$ cat config.mk
export PLATFORM = sky130hd
export DESIGN_NAME = j_sat_arb_flat
export DESIGN_NICKNAME = d
export VERILOG_FILES = /design/src/rtl/j_sat_arb_if.sv /design/src/rtl/j_sat_arb.sv /design/src/flat_wrapper.sv
export SDC_FILE = /design/constraint.sdc
export NUM_CORES = 1
export LEC_CHECK = 0
export ABC_AREA = 0
export CORE_ASPECT_RATIO = 1.5
export CORE_MARGIN = 8
export CORE_UTILIZATION = 40
export CTS_CLUSTER_SIZE = 30
export DETAILED_ROUTE_END_ITERATION = 8
export PLACE_DENSITY = 0.71
export SYNTH_ARGS = -nofsm -noshare
export SYNTH_HDL_FRONTEND = slang
export SYNTH_SLANG_ARGS = --single-unit
export TNS_END_PERCENT = 30
$ cat constraint.sdc
create_clock -name clk -period 2.85 [get_ports clk]
set_clock_uncertainty 0.1 [all_clocks]
set_input_delay 0.57 -clock clk [delete_from_list [all_inputs] [get_ports clk]]
set_output_delay 0.57 -clock clk [all_outputs]
set_load 0.05 [all_outputs]
$ cat src/rtl/j_sat_arb_if.sv
// Operand/result handshake bundle shared by the two requesters, the saturator and its consumer.
interface j_sat_arb_if #(parameter int TAGW = 2);
    logic            req0_valid;
    logic            req0_ready;
    logic [39:0]     req0_acc;
    logic            req0_sz;
    logic [TAGW-1:0] req0_tag;
    logic            req1_valid;
    logic            req1_ready;
    logic [39:0]     req1_acc;
    logic            req1_sz;
    logic [TAGW-1:0] req1_tag;
    logic            out_valid;
    logic            out_ready;
    logic [31:0]     out_q;
    logic            out_src;
    logic [TAGW-1:0] out_tag;
    logic            out_sat;

    modport master (
        output req0_valid, req0_acc, req0_sz, req0_tag, input req0_ready,
        output req1_valid, req1_acc, req1_sz, req1_tag, input req1_ready,
        input  out_valid, out_q, out_src, out_tag, out_sat, output out_ready
    );

    modport slave (
        input  req0_valid, req0_acc, req0_sz, req0_tag, output req0_ready,
        input  req1_valid, req1_acc, req1_sz, req1_tag, output req1_ready,
        output out_valid, out_q, out_src, out_tag, out_sat, input out_ready
    );
endinterface

$ cat src/rtl/j_sat_arb.sv
// Two-requester arbiter in front of a shared 16/32-bit saturator; result valid 2 cycles after the handshake, 1/cycle.
// Backpressure: S1+S2 hold at most two operands while out_ready is low, then both request readies drop.
module j_sat_arb #(
    parameter int TAGW = 2,
    parameter bit FAIR = 1'b1
) (
    input  logic        clk,
    input  logic        resetl,
    j_sat_arb_if.slave  bus,
    input  logic        clr_cnt,
    output logic [15:0] sat_cnt
);
    logic            s1_v;
    logic [39:0]     s1_acc;
    logic            s1_sz;
    logic [TAGW-1:0] s1_tag;
    logic            s1_src;
    logic            s2_v;
    logic [31:0]     s2_q;
    logic            s2_src;
    logic [TAGW-1:0] s2_tag;
    logic            s2_sat;
    logic            rr_ptr;
    logic [15:0]     cnt;

    logic            s2_load;
    logic            s1_free;
    logic            grant0;
    logic            grant1;
    logic [31:0]     d;
    logic [31:0]     sat_q;
    logic            pos16, neg16, pos32, neg32, sat_hit;

    assign s2_load = s1_v & (~s2_v | bus.out_ready);
    assign s1_free = ~s1_v | s2_load;

    // Pointer only matters when both request; fixed priority ignores it entirely.
    assign grant0 = bus.req0_valid & (~bus.req1_valid | ~FAIR | ~rr_ptr);
    assign grant1 = bus.req1_valid & ~grant0;

    assign bus.req0_ready = s1_free & grant0;
    assign bus.req1_ready = s1_free & grant1;

    assign d     = s1_acc[31:0];
    assign pos16 = ~s1_sz & ~d[31] & (|d[30:15]);
    assign neg16 = ~s1_sz &  d[31] & ~(&d[30:15]);
    assign pos32 =  s1_sz & ~s1_acc[39] & (|s1_acc[38:31]);
    assign neg32 =  s1_sz &  s1_acc[39] & ~(&s1_acc[38:31]);
    assign sat_hit = pos16 | neg16 | pos32 | neg32;

    always_comb begin
        sat_q = d;
        if (pos16)      sat_q = 32'h0000_7FFF;
        else if (neg16) sat_q = 32'hFFFF_8000;
        else if (pos32) sat_q = 32'h7FFF_FFFF;
        else if (neg32) sat_q = 32'h8000_0000;
    end

    always_ff @(posedge clk or negedge resetl) begin
        if (!resetl) begin
            s1_v   <= 1'b0;
            s1_acc <= '0;
            s1_sz  <= 1'b0;
            s1_tag <= '0;
            s1_src <= 1'b0;
            s2_v   <= 1'b0;
            s2_q   <= '0;
            s2_src <= 1'b0;
            s2_tag <= '0;
            s2_sat <= 1'b0;
            rr_ptr <= 1'b0;
            cnt    <= '0;
        end else begin
            if (bus.req0_ready | bus.req1_ready) begin
                s1_v   <= 1'b1;
                s1_acc <= bus.req1_ready ? bus.req1_acc : bus.req0_acc;
                s1_sz  <= bus.req1_ready ? bus.req1_sz  : bus.req0_sz;
                s1_tag <= bus.req1_ready ? bus.req1_tag : bus.req0_tag;
                s1_src <= bus.req1_ready;
                rr_ptr <= ~rr_ptr;
            end else if (s2_load) begin
                s1_v <= 1'b0;
            end

            if (s2_load) begin
                s2_v   <= 1'b1;
                s2_q   <= sat_q;
                s2_src <= s1_src;
                s2_tag <= s1_tag;
                s2_sat <= sat_hit;
            end else if (bus.out_ready) begin
                s2_v <= 1'b0;
            end

            // Clear wins over a same-cycle event; the count sticks at all-ones.
            if (clr_cnt)
                cnt <= '0;
            else if (s2_load & sat_hit & ~(&cnt))
                cnt <= cnt + 16'd1;
        end
    end

    assign bus.out_valid = s2_v;
    assign bus.out_q     = s2_q;
    assign bus.out_src   = s2_src;
    assign bus.out_tag   = s2_tag;
    assign bus.out_sat   = s2_sat;
    assign sat_cnt       = cnt;
endmodule

$ cat src/flat_wrapper.sv
// flat-port wrapper written by rule: the top's interface ports become plain ports
module j_sat_arb_flat 
#(
    parameter int TAGW = 2,
    parameter bit FAIR = 1'b1
)
  (clk, resetl, clr_cnt, sat_cnt, bus_req0_valid, bus_req0_acc, bus_req0_sz, bus_req0_tag, bus_req0_ready, bus_req1_valid, bus_req1_acc, bus_req1_sz, bus_req1_tag, bus_req1_ready, bus_out_valid, bus_out_q, bus_out_src, bus_out_tag, bus_out_sat, bus_out_ready);
  j_sat_arb_if #(.TAGW(TAGW)) bus_i ();
  input  logic clk;
  input  logic resetl;
  input  logic clr_cnt;
  output logic [15:0] sat_cnt;
  input wire logic [$bits(bus_i.req0_valid)-1:0] bus_req0_valid;
  input wire logic [$bits(bus_i.req0_acc)-1:0] bus_req0_acc;
  input wire logic [$bits(bus_i.req0_sz)-1:0] bus_req0_sz;
  input wire logic [$bits(bus_i.req0_tag)-1:0] bus_req0_tag;
  output wire logic [$bits(bus_i.req0_ready)-1:0] bus_req0_ready;
  input wire logic [$bits(bus_i.req1_valid)-1:0] bus_req1_valid;
  input wire logic [$bits(bus_i.req1_acc)-1:0] bus_req1_acc;
  input wire logic [$bits(bus_i.req1_sz)-1:0] bus_req1_sz;
  input wire logic [$bits(bus_i.req1_tag)-1:0] bus_req1_tag;
  output wire logic [$bits(bus_i.req1_ready)-1:0] bus_req1_ready;
  output wire logic [$bits(bus_i.out_valid)-1:0] bus_out_valid;
  output wire logic [$bits(bus_i.out_q)-1:0] bus_out_q;
  output wire logic [$bits(bus_i.out_src)-1:0] bus_out_src;
  output wire logic [$bits(bus_i.out_tag)-1:0] bus_out_tag;
  output wire logic [$bits(bus_i.out_sat)-1:0] bus_out_sat;
  input wire logic [$bits(bus_i.out_ready)-1:0] bus_out_ready;
  assign bus_i.req0_valid = bus_req0_valid;
  assign bus_i.req0_acc = bus_req0_acc;
  assign bus_i.req0_sz = bus_req0_sz;
  assign bus_i.req0_tag = bus_req0_tag;
  assign bus_req0_ready = bus_i.req0_ready;
  assign bus_i.req1_valid = bus_req1_valid;
  assign bus_i.req1_acc = bus_req1_acc;
  assign bus_i.req1_sz = bus_req1_sz;
  assign bus_i.req1_tag = bus_req1_tag;
  assign bus_req1_ready = bus_i.req1_ready;
  assign bus_out_valid = bus_i.out_valid;
  assign bus_out_q = bus_i.out_q;
  assign bus_out_src = bus_i.out_src;
  assign bus_out_tag = bus_i.out_tag;
  assign bus_out_sat = bus_i.out_sat;
  assign bus_i.out_ready = bus_out_ready;
  j_sat_arb #(.TAGW(TAGW), .FAIR(FAIR)) u_core (.clk(clk), .resetl(resetl), .bus(bus_i), .clr_cnt(clr_cnt), .sat_cnt(sat_cnt));
endmodule
# == Word level (Yosys, flattened, before mapping) ==
# Index checks and enable logic that the tools add are counted.
# classes
muxes,13
bitwise,33
n_reduce_logical,8
n_addsub,1
# ops
operator,count
32-bit two-way mux,4
40-bit two-way mux,1
16-bit two-way mux,2
16-bit AND reduction,2
"16-bit by 1-bit adder with 16-bit output, second input constant",1
16-bit OR reduction,1
1-bit AND,15
1-bit NOT,11
8-bit AND reduction,1
8-bit OR reduction,1
1-bit OR,7
2-bit nonzero test,3
1-bit two-way mux,5
2-bit two-way mux,1
# word_totals
word_cells,67
inputBits,92
out_inout_bits,55
ff_bits,99

# == Depth between registers and ports, before layout ==
# Gate-level depths: netlist (run 1).
# logic_depth
ltp_word,10
ltp_mapped,7
ltp_nobuf,6

# == Worst setup path before layout (run 1) ==
# Ideal clock, no wire load.
# synth_timing
path_kind,reg2out
startpoint,"reg u_core.s2_v, in the netlist u_core.bus.out_valid"
endpoint,out bus_req0_ready
stages_incl_launch_ff,5
n_path_buf,2
arrival_ns,1.831
t_required_ns,2.180
setup_slack_ns,0.349
path_cell_list,dfrtp_1 > nand3b_1 > and3_1 > clkbuf_1 > clkbuf_1
# synth_via
elab_chain_len,5
# synth_rtl
element,line_no,rtl
from (decl),j_sat_arb.sv:18,logic s2_v;
from (signal assigned),j_sat_arb.sv:66,s2_v <= 1'b0;
from (signal assigned),j_sat_arb.sv:86,s2_v <= 1'b1;
from (signal assigned),j_sat_arb.sv:92,s2_v <= 1'b0;
1-bit NOT,j_sat_arb.sv:34,assign s2_load = s1_v & (~s2_v | bus.out_ready);
1-bit OR,j_sat_arb.sv:34,
1-bit AND,j_sat_arb.sv:34,
1-bit OR,j_sat_arb.sv:35,assign s1_free = ~s1_v | s2_load;
1-bit AND,j_sat_arb.sv:41,assign bus.req0_ready = s1_free & grant0;
to (decl),flat_wrapper.sv:17,output wire logic [$bits(bus_i.req0_ready)-1:0] bus_req0_ready;
# Every way passes these cells.

# == Worst setup path after layout (run 1) ==
# layout_timing
startpoint,reg u_core.s1_acc[31]
endpoint,"reg u_core.cnt[9], in the netlist u_core.sat_cnt[9]"
# layout_via
elab_chain_len,9
word_cells_on_any_way,16
cone_classes,13 x bitwise; 3 x reduce/logical
# layout_rtl
element,line_no,rtl
from (decl),j_sat_arb.sv:14,logic [39:0] s1_acc;
from (signal assigned),j_sat_arb.sv:76,s1_acc <= bus.req1_ready ? bus.req1_acc : bus.req0_acc;
1-bit NOT,j_sat_arb.sv:45,assign pos16 = ~s1_sz & ~d[31] & (|d[30:15]);
1-bit AND (2 in a row),j_sat_arb.sv:45,
1-bit OR (2 in a row),j_sat_arb.sv:49,assign sat_hit = pos16 | neg16 | pos32 | neg32;
1-bit OR *,j_sat_arb.sv:49,
1-bit AND * (2 in a row),j_sat_arb.sv:98,else if (s2_load & sat_hit & ~(&cnt))
2-bit nonzero test (no line) *,-,
to (signal assigned),j_sat_arb.sv:99,cnt <= cnt + 16'd1;
to (decl),j_sat_arb.sv:24,logic [15:0] cnt;
# Mark *: on every way between the ends. The rest lies on a longest branch, timed or not.
# A chain may end at the register's enable or synchronous reset.

==> summary.md, run 1 <==
| Metric | Value |
|---|---|
| # nets final | 713 |
| Most area-hungry cell type in the Yosys netlist | dfrtp_1 |
| Layout cell share with drive strength beyond 1 | 6.400% |
| Placed cell count | roughly 760 |
| Final WL | about 13 mm |
| GP Congestion | 0.7814 |
| Worst slew margin | a little under half |
| Post_cts resized | 0 |
| Pre-CTS setup slack | ~0.27 ns |
| Die Wd | approximately 100 microns |
| Final Util | 57.62% |
| # rows | 48 |
| Peak Freq | a little over 400 MHz |
| TritonRoute pass-1 iters | 4 |
| Slew at the pin with the worst max-slew slack | 0.8177 ns |
| Largest net degree at the start of global routing | 100 |
| TNS Setup | 0 ns |
| Total number of vias | 4184 |
| Critical Path Fanout Max | 31 |
| Vias in the first global route | 4287 |
| CTS tree | done |
| YS warnings | 0 |
| Crit Path Category | reg -> reg |
| R2R Path End | u_core.sat_cnt[9]$_DFFE_PN0P_ |
| R2R depth | 5 |
| Via-to-Cell Ratio | 5.399 |
| Max-Cap Viols | 0 |
| Initial antenna violation count | 0 |
| Maximum buffer depth of the clock tree | 2 |
| Worst min path class | in -> async |
| WL/cell | 17.26 microns |
| Area contributors post-synth | dfrtp_1 54%, nand2_1 9.9%, a22oi_1 7.0% |
| Final Hold Vio Count | 0 |
| CTS Sinks | 99 |
| Post-DP HPWL | 9.922 mm |
| # setup viols final | 0 |
| Die area | 15200 sq um |
| P&R area growth vs syn | 42.81% |
| Required time worst endpoint | ~3.0 ns |
| Ports | 147 |
| Hold Slack | 0.1848 ns |
| Critical Path AT | 2.60 ns |
| Placed cell area | 6225 sq um |
| Layout filler cell count | 946 |
| Remaining global-route overflow | 0 |
| Area of the multi-input gates | 1963 sq um |
| Avg Inst Size Synth | 9.442 sq um |
| Mapped Nets | 578 |
| Power per Cell Area | 943.2 nW/um^2 |
| Port-buffer cells | 146 |
| Post-CTS setup buffer count | 0 |
| Hold buffers post-CTS | 0 |
| Post-synthesis register bit count | 99 |
| Tot GR Track Use | between 10% and 20% |
| EDFF count, synth | 0 |
| Worst setup EP type | flip-flop |
| Min Tclk post-route | 2.472 ns |
| Final worst setup slack | approximately 0.38 ns |
| Layout Cells excl Fill | 775 |
| Core area | 11350 sq um |
| Initial Util | 40.34% |
| Synth Cell Area | 4579 sq um |
| Clock transition at the registers of the reported paths | 0.07 ns |
| Initial DRC count | 193 |
| Residual DRC count | 0 |
| Most used flip-flop cell after synthesis | dfrtp_1 |
| Synth cell types | 39 |
| Total power | ~6 mW |
| Post-synth ARST share | 100.0% |
| Ant diodes | 0 |
| Outcome | finished, final reports clean |
| Register Area | 2477 sq um |
| Final non-filler cell area | 6540 sq um |
| Yosys top cell area share | approximately 54% |
| FF-to-FF setup slack | around 0.38 ns |
| Num CTS Buffers | 9 |
| First-pass GRT wire length | 21.63 mm |
| Max Slew Vio Count | 0 |
| Reg2reg start | u_core.s1_acc[31]$_DFFE_PN0P_ |
| H-tree Lvls | 3 |
| Post-Synthesis Cells | 485 |
| Seq/Total Area, Yosys | 54.10% |
| Worst VDD drop | 0.3899 mV |
| Die Ht | 147.0 microns |
| Critical path launch point type | flip-flop |
| RSZ-0062 raised after global routing | false |
| DRT antenna net count | 0 |
| Period Utilization, post-route | 86.72% |
| Leak | ~2.7 nW |
| Worst skew pair latency | 0.34 ns |
| Clk root buf | clkbuf_16 |
-- per-layer routing --
layer / global-route usage (%) / part of all wire [%]
met4: 7.055 / 1.7
met2: 29.72 / 53
met3: 4.027 / 6.5
met5: 0 / 0
met1: 22.09 / 39
-- flip-flops by register name, summed over array words and instances (netlist names) --
register / flops
u_core.s1_src: 1
u_core.bus.out_src: 1
u_core.rr_ptr: 1
u_core.bus.out_tag: 2
u_core.bus.out_valid: 1
u_core.sat_cnt: 16
u_core.s1_sz: 1
u_core.bus.out_sat: 1
u_core.s1_acc: 40
u_core.s1_tag: 2
u_core.bus.out_q: 32
u_core.s1_v: 1
-- power by group --
part           switching, mW  internal [mW]
Combinational           1.72          0.962
Sequential             0.360           1.86
Clock                  0.507          0.752
-- how the worst max path moves through the flow --
stage	startpoint	to	slack [ns]	cells past startpoint
detailed placement	bus_out_ready	u_core.bus.out_q[29]$_DFFE_PN0P_	0.27	6
finish	u_core.s1_acc[31]$_DFFE_PN0P_	u_core.sat_cnt[9]$_DFFE_PN0P_	0.38	5
floorplan	u_core.bus.out_valid$_DFFE_PN0P_	bus_req0_ready	0.35	4
CTS	u_core.s1_acc[31]$_DFFE_PN0P_	u_core.sat_cnt[9]$_DFFE_PN0P_	0.38	5
global route	u_core.s1_acc[31]$_DFFE_PN0P_	u_core.sat_cnt[10]$_DFFE_PN0P_	0.24	5
global placement	bus_out_ready	u_core.sat_cnt[10]$_DFFE_PN0P_	0.36	7
-- Yosys cell counts (5+ instances only) --
cell type and instances:
a21oi_1 46, a22oi_1 43, and3_1 7, clkbuf_1 29, dfrtp_1 99, nand2_1 121, nand2b_1 5, nand4_1 11
nor2_1 6, nor4_1 7, o211ai_1 18, o21a_1 15, o21ai_0 22, o31ai_1 8, or3_1 6, or4_1 8
-- cell usage in the layout, fill, tap and decap left out, types with 6 or more instances in the layout --
| cell type | Yosys | layout |
|---|---|---|
| or4_1 | 8 | 8 |
| o21a_1 | 15 | 15 |
| o211ai_1 | 18 | 18 |
| or3_1 | 6 | 6 |
| nand4_1 | 11 | 11 |
| o21ai_0 | 22 | 22 |
| buf_4 | 0 | 14 |
| nand2_1 | 121 | 121 |
| nor4_1 | 7 | 7 |
| dfrtp_1 | 99 | 99 |
| clkbuf_16 | 0 | 9 |
| a21oi_1 | 46 | 46 |
| clkdlybuf4s50_1 | 0 | 143 |
| a22oi_1 | 43 | 43 |
| o31ai_1 | 8 | 8 |
-- logic make-up (layout without fill, tap and decap cells) --
logic type / Yosys count / in the layout / share of synthesized area [%]
simple gates: 187 / 187 / 19.24
fa+ha+maj: 1 / 1 / 0.2732
compound gates: 159 / 159 / 22.38
buf+inv: 36 / 176 / 3.333
xor+xnor: 1 / 1 / 0.1913
flops: 99 / 99 / 54.10
mux: 2 / 2 / 0.4918
-- layout make-up --
class	instances	area share, %
repair buffers	160	24.41
well taps	150	2.870
clock inverters	3	0.6887
flip-flops and latches	99	37.88
clock buffers	13	4.132
multi-input cells	350	30.02
-- worst max-delay path, cell delays in order (launching register included) --
cell and delay (ns):
dfrtp_1 0.44, nor4_1 0.10, a21oi_2 0.64, and4bb_4 0.39, nor4bb_1 0.33, mux2_1 0.35
(Power assumes the default switching activity.)
==> run 2, diff against run 1 <==
PLACE_DENSITY = 0.74   (was 0.71)
clock period = 2.21 ns   (was 2.85 ns; I/O delays follow)
==> run 2 against run 1 <==
Against the previous run:
- first-iteration DRC count down 15%
- clock-buffer cell count down 3
- sequential cell count unchanged
- combinational power up 35%
- register-to-register slack worse by 0.31 ns
- critical path depth down 4
- worst hold slack better by 0.18 ns
- core utilization up 1.9 points
- sequential power up 29%
- wire length up 3.2%
- design area up 3.3%
- non-clock buffer count up 11
==> summary.md, run 2 (synthesis gave the netlist of run 1 again) <==
| Metric | Value |
|---|---|
| TritonRoute pass-1 iters | 5 (+1) |
| Die Ht | 147.0 microns (unchanged) |
| Via-to-Cell Ratio | 5.433 (+0.64%) |
| R2R Path End | u_core.sat_cnt[5]$_DFFE_PN0P_ |
| Clk root buf | clkbuf_16 |
| Hold_sp | bus_out_ready |
| Power per Cell Area | 1229 nW/um^2 (+30%) |
| Crit Path Category | reg -> out |
| Ports | 147 (unchanged) |
| Worst setup EP type | output port |
| Hold Path Sink | u_core.s1_v$_DFFE_PN0P_ |
| Final worst setup slack | 0.05481 ns (-0.3236 ns) |
| Final Hold Vio Count | 0 (unchanged) |
| Commonest non-fill, non-tap cell in the layout | clkdlybuf4s50_1 |
| # rows | 48 (unchanged) |
| P&R area growth vs syn | 47.51% |
| Ant diodes | 0 (unchanged) |
| Slew at the pin with the worst max-slew slack | 0.5608 ns (-0.2570 ns) |
| Critical Path AT | 1.61 ns (-0.99 ns) |
| Largest net degree at the start of global routing | 48 (-52%) |
| Initial antenna violation count | 1 (+1) |
| Critical-path cell list | clkdlybuf4s50_1 |
| Hold Slack | 0.3654 ns (+0.1807 ns) |
| Initial DRC count | 165 (-15%) |
| Post-DP HPWL | 10.19 mm (+2.7%) |
| Vias in the first global route | 4578 (+6.8%) |
| Critical path launch point type | flip-flop |
| Critical Path Stages | 1 (-4) |
| FF-to-FF setup slack | 0.07 ns (-0.31 ns) |
| Layout Cells excl Fill | 787 (+1.5%) |
| Final WL | 13.81 mm (+3.2%) |
| Core area | 11350 sq um (unchanged) |
| Clock transition at the registers of the reported paths | 0.07 ns (about the same) |
| Placed cell area | 6359 sq um (+2.2%) |
| Leak | 2.857 nW (+4.7%) |
| Outcome | finished, final reports clean |
| Remaining global-route overflow | 0 (unchanged) |
| Total number of vias | 4276 (+2.2%) |
| Top reg by flops | u_core.s1_acc |
| Worst VDD drop | 0.5279 mV (+35%) |
| Num CTS Buffers | 9 (unchanged) |
| Max Slew Vio Count | 0 (unchanged) |
| Port-buffer cells | 146 (unchanged) |
| Worst Setup SP | u_core.sat_cnt[9]$_DFFE_PN0P_ |
| Buf/Inv on CP | 1 (+1) |
| Initial Util | 40.34% (unchanged) |
| Most frequent cells in the layout | 136 x clkdlybuf4s50_1, 120 x nand2_1, 93 x dfrtp_1 |
| Slowest CP cell | clkdlybuf4s50_1 |
| RSZ-0062 raised after global routing | true |
| CTS Sinks | 99 (unchanged) |
| Period Utilization, post-route | 97.52% |
| Worst skew pair latency | 0.34 ns (about the same) |
| # nets final | 725 (+1.7%) |
| Pre-CTS setup slack | -0.08122 ns (-0.3478 ns) |
| Maximum buffer depth of the clock tree | 2 (unchanged) |
| Die Wd | 103.4 microns (unchanged) |
| Required time worst endpoint | 1.67 ns (-1.31 ns) |
| # setup viols final | 0 (unchanged) |
| H-tree Lvls | 3 (unchanged) |
| GP Congestion | 0.8399 (+7.5%) |
| CTS tree | done |
| Post-CTS setup buffer count | 0 (unchanged) |
| Worst min path class | in -> reg |
| Worst Hold Depth | 3 |
| DRT antenna net count | 0 (unchanged) |
| Max-Cap Viols | 0 (unchanged) |
| Worst slew margin | 62.50% (+17 points) |
| First-pass GRT wire length | 22.12 mm (+2.3%) |
| R2R depth | 5 (unchanged) |
| Number of flip-flops in the largest register | 40 (unchanged) |
| Top delay family on crit path | buffers and inverters |
| Critical Path Fanout Max | 6 (-81%) |
| Die area | 15200 sq um (unchanged) |
| Reg2reg start | u_core.s1_sz$_DFFE_PN0P_ |
| Final non-filler cell area | 6755 sq um (+3.3%) |
| CP peak stage delay | 0.84 ns (+0.20 ns) |
| Residual DRC count | 0 (unchanged) |
| Peak Freq | 464.0 MHz |
| Layout cell share with drive strength beyond 1 | 10.05% (+3.6 points) |
| Min Tclk post-route | about 2.2 ns |
| Placed cell count | 769 (+1.3%) |
| WL/cell | 17.54 microns (+1.6%) |
| Tot GR Track Use | 18.43% (+0.35 points) |
==> run 2: cell types whose count changed in the layout (fill, tap and decap cells not counted), sizes merged <==
cell           previous run  this run
dlymetal6s2s              0         2
inv                       0         1
buf                      17        31
dlygate4sd2               0         1
clkbuf                   13        10
clkdlybuf4s50           143       136
clkinv                    0         1
and4bb                    1         2
bufinv                    1         3
dlygate4sd3               0         1
clkinvlp                  2         1
==> run 2: timing repair <==
item / in CTS / in global routing
hold endpoints to repair: 30 / 0
resized for setup: 3 / 6
pin swaps: 0 / 4
hold buffers: 1 / 0
gates cloned: 0 / 1
setup endpoints to repair: 7 / 24
==> run 2: layout make-up <==
| type | instances | area (sq um) |
|---|---|---|
| tap | 150 | 187.7 |
| fill | 959 | 4596 |
| clock buffer | 10 | 239.0 |
| timing repair buffer | 171 | 1738 |
| clock inverter | 6 | 111.4 |
| multi-input combinational | 351 | 1994 |
| sequential | 99 | 2485 |
==> run 2: how the worst max path moves through the flow <==
| stage | end | slack (ns) |
|---|---|---|
| 3_3_place_gp | u_core.sat_cnt[9]$_DFFE_PN0P_ | -0.10 |
| 5_1_grt | u_core.sat_cnt[1]$_DFFE_PN0P_ | -0.02 |
| 3_5_place_dp | u_core.sat_cnt[9]$_DFFE_PN0P_ | -0.08 |
| 4_1_cts | sat_cnt[12] | 0.01 |
| 2_1_floorplan | u_core.sat_cnt[14]$_DFFE_PN0P_ | -0.06 |
| 6_report | sat_cnt[9] | 0.05 |
==> run 2: report_power, final <==
| part | leakage [nW] | internal, mW | switching, mW |
|---|---|---|---|
| combinational | 1.49 | 1.34 | 2.29 |
| clock | 0.169 | 1.14 | 0.669 |
| sequential | 1.20 | 2.41 | 0.465 |
| total | 2.86 | 4.88 | 3.42 |
==> run 2: per-layer routing <==
layer / vias up / share of wire (%) / global-route usage [%]
met5: - / 0.094 / 0
li1: 2058 / - / -
met1: 2070 / 38 / 21.18
met4: 2 / 2.3 / 7.564
met2: 122 / 54 / 31.91
met3: 24 / 5.3 / 3.648
==> run 2: through the flow <==
stage | TNS, ns | power (mW) | util [%]
finish | 0 | 8.303 | 59.51
global route | -0.05203 | 8.745 | 59.51
CTS | 0 | 8.322 | 59.27
detailed placement | -0.2879 | 6.465 | 56.02
global placement | -0.4373 | 6.369 | 56.02
floorplan | -0.06212 | 5.075 | -
==> run 3, diff against run 2 <==
TNS_END_PERCENT = not set   (was 30)
==> run 3 against run 2 <==
Against the previous run:
- total power down 5.5%
- sequential cell count unchanged
- clock power down 23%
- via count down 1.4%
- sequential share of layout area up 0.25 points
- largest cell class unchanged
- wire length down 4.1%
==> summary.md, run 3 (synthesis gave the netlist of run 1 again) <==
| Metric | Value |
|---|---|
| Total number of vias | 4216 (-1.4%) |
| Layout Cells excl Fill | 792 (+0.64%) |
| Clock transition at the registers of the reported paths | 0.06 ns (about the same) |
| Critical Path AT | 2.30 ns (+0.69 ns) |
| Port-buffer cells | 146 (unchanged) |
| Outcome | finished, final reports clean |
| Register Area | 2487 sq um (+0.10%) |
| Residual DRC count | 0 (unchanged) |
| RSZ-0062 raised after global routing | true |
| Required time worst endpoint | 2.32 ns (+0.65 ns) |
| Peak Freq | 457.0 MHz (-1.5%) |
| H-tree Lvls | 3 (unchanged) |
| Post-CTS setup buffer count | 0 (unchanged) |
| Initial DRC count | 199 (+21%) |
| Top reg by flops | u_core.s1_acc |
| CTS Sinks | 99 (unchanged) |
| Core area | 11350 sq um (unchanged) |
| Worst skew pair latency | 0.33 ns (about the same) |
| Die Wd | 103.4 microns (unchanged) |
| Final WL | 13.25 mm (-4.1%) |
| Ant diodes | 0 (unchanged) |
| TritonRoute pass-1 iters | 5 (unchanged) |
| # setup viols final | 0 (unchanged) |
| Maximum buffer depth of the clock tree | 2 (unchanged) |
| # rows | 48 (unchanged) |
| Min Tclk post-route | 2.188 ns (+0.03320 ns) |
| Initial antenna violation count | 0 (-1) |
| First-pass GRT wire length | 21.60 mm (-2.3%) |
| Final Hold Vio Count | 0 (unchanged) |
| Clk root buf | clkbuf_16 |
| P&R area growth vs syn | 46.67% |
| Slew at the pin with the worst max-slew slack | 0.5637 ns (+0.002954 ns) |
| Commonest non-fill, non-tap cell in the layout | clkdlybuf4s50_1 |
| Worst slew margin | 62.30% (-0.20 points) |
| Tot GR Track Use | 17.91% (-0.52 points) |
| Ports | 147 (unchanged) |
| Max-Cap Viols | 0 (unchanged) |
| Worst min path class | reg -> reg |
| GP Congestion | 0.7965 (-5.2%) |
| # nets final | 731 (+0.83%) |
| Area of the multi-input gates | 1984 sq um (-0.50%) |
| CTS tree | done |
| DRT antenna net count | 0 (unchanged) |
| Post-DP HPWL | 10.13 mm (-0.60%) |
| Max Slew Vio Count | 0 (unchanged) |
| Total power | 7.847 mW (-5.5%) |
| TNS Setup | 0 ns (unchanged) |
| Worst setup EP type | flip-flop |
| Vias in the first global route | 4395 (-4.0%) |
| Number of flip-flops in the largest register | 40 (unchanged) |
| Power per Cell Area | 1168 nW/um^2 (-5.0%) |
| Period Utilization, post-route | 99.02% (+1.5 points) |
| WL/cell | 16.72 microns (-4.7%) |
| Num CTS Buffers | 9 (unchanged) |
| Placed cell count | 776 (+0.91%) |
| Most frequent cells in the layout | 138 x clkdlybuf4s50_1, 120 x nand2_1, 91 x dfrtp_1 |
| Layout filler cell count | 960 (+0.10%) |
| Largest net degree at the start of global routing | 40 (-17%) |
| Hold Slack | 0.3754 ns (+0.009976 ns) |
| Critical Path Fanout Max | 31 (+25) |
| Remaining global-route overflow | 0 (unchanged) |
| Leak | 2.840 nW (-0.58%) |
| Initial Util | 40.34% (unchanged) |
| Die area | 15200 sq um (unchanged) |
| Crit Path Category | reg -> reg |
| Via-to-Cell Ratio | 5.323 (-2.0%) |
| Layout cell share with drive strength beyond 1 | 10.59% (+0.54 points) |
| Critical path launch point type | flip-flop |
| Die Ht | 147.0 microns (unchanged) |
| Worst VDD drop | 0.5349 mV (+1.3%) |
[run 3: cell types whose count changed in the layout (fill, tap and decap cells not counted), sizes merged]
| cell | previous run | this run |
|---|---|---|
| buf | 31 | 37 |
| bufinv | 3 | 0 |
| clkbuf | 10 | 13 |
| clkdlybuf4s50 | 136 | 138 |
| and4bb | 2 | 1 |
| dlygate4sd2 | 1 | 0 |
| inv | 1 | 0 |
[run 3: path summary, 6_finish.rpt]
path | from | slack (ns) | depth (start not counted) | end
setup / recovery | u_core.s1_acc[28]$_DFFE_PN0P_ | 0.02 | 5 | u_core.sat_cnt[9]$_DFFE_PN0P_
max in group asynchronous | resetl | 0.98 | 3 | u_core.bus.out_q[26]$_DFFE_PN0P_
hold reg to reg | u_core.s1_tag[0]$_DFFE_PN0P_ | 0.38 | 2 | u_core.bus.out_tag[0]$_DFFE_PN0P_
min in group asynchronous | resetl | 0.48 | 2 | u_core.s1_acc[8]$_DFFE_PN0P_
hold / removal | u_core.s1_tag[0]$_DFFE_PN0P_ | 0.38 | 2 | u_core.bus.out_tag[0]$_DFFE_PN0P_
setup reg to reg | u_core.s1_acc[28]$_DFFE_PN0P_ | 0.02 | 5 | u_core.sat_cnt[9]$_DFFE_PN0P_
[run 3: critical path, cell delays in order, from the launching register on]
cell and delay, ns:
dfrtp_1 0.41, nand4_1 0.12, o41a_1 0.45, and4bb_4 0.54, nor4bb_2 0.10, mux2_1 0.33
[run 3: stage by stage]
stage	worst slack, ns	cell area (sq um)	util [%]
floorplan	0.02060	4593	-
finish	0.02161	6716	59.17
global placement	-0.08454	6417	56.54
detailed placement	-0.1838	6417	56.54
global route	-0.04219	6716	59.17
CTS	0.01677	6698	59.01
[run 3: area by class of cell]
type / instances / area share [%]
well taps: 150 / 2.794
flip-flops and latches: 99 / 37.03
multi-input cells: 350 / 29.55
repair buffers: 178 / 26.71
clock inverters: 2 / 0.1863
clock buffers: 13 / 3.726
[run 3: per-layer routing]
metal | track usage [%] | wire length, microns | vias up | part of all wire (%)
met5 | 0 | 0 | - | 0
met3 | 3.837 | 819 | 10 | 6.2
li1 | - | - | 2062 | -
met4 | 6.400 | 179 | 0 | 1.4
met2 | 31.07 | 7063 | 127 | 53
met1 | 20.75 | 5183 | 2017 | 39
[run 3: repair_timing]
action | CTS | global route
resized for setup | 2 | 6
setup endpoints to repair | 3 | 7
pin swaps | 1 | 1
endpoints found under the hold margin | 27 | 0
hold buffers | 1 | 0
[run 3: report_power, final]
group          switching [mW]  internal, mW  total [mW]
registers               0.450          2.41        2.86
clock network           0.613         0.787        1.40
logic                    2.26          1.33        3.59
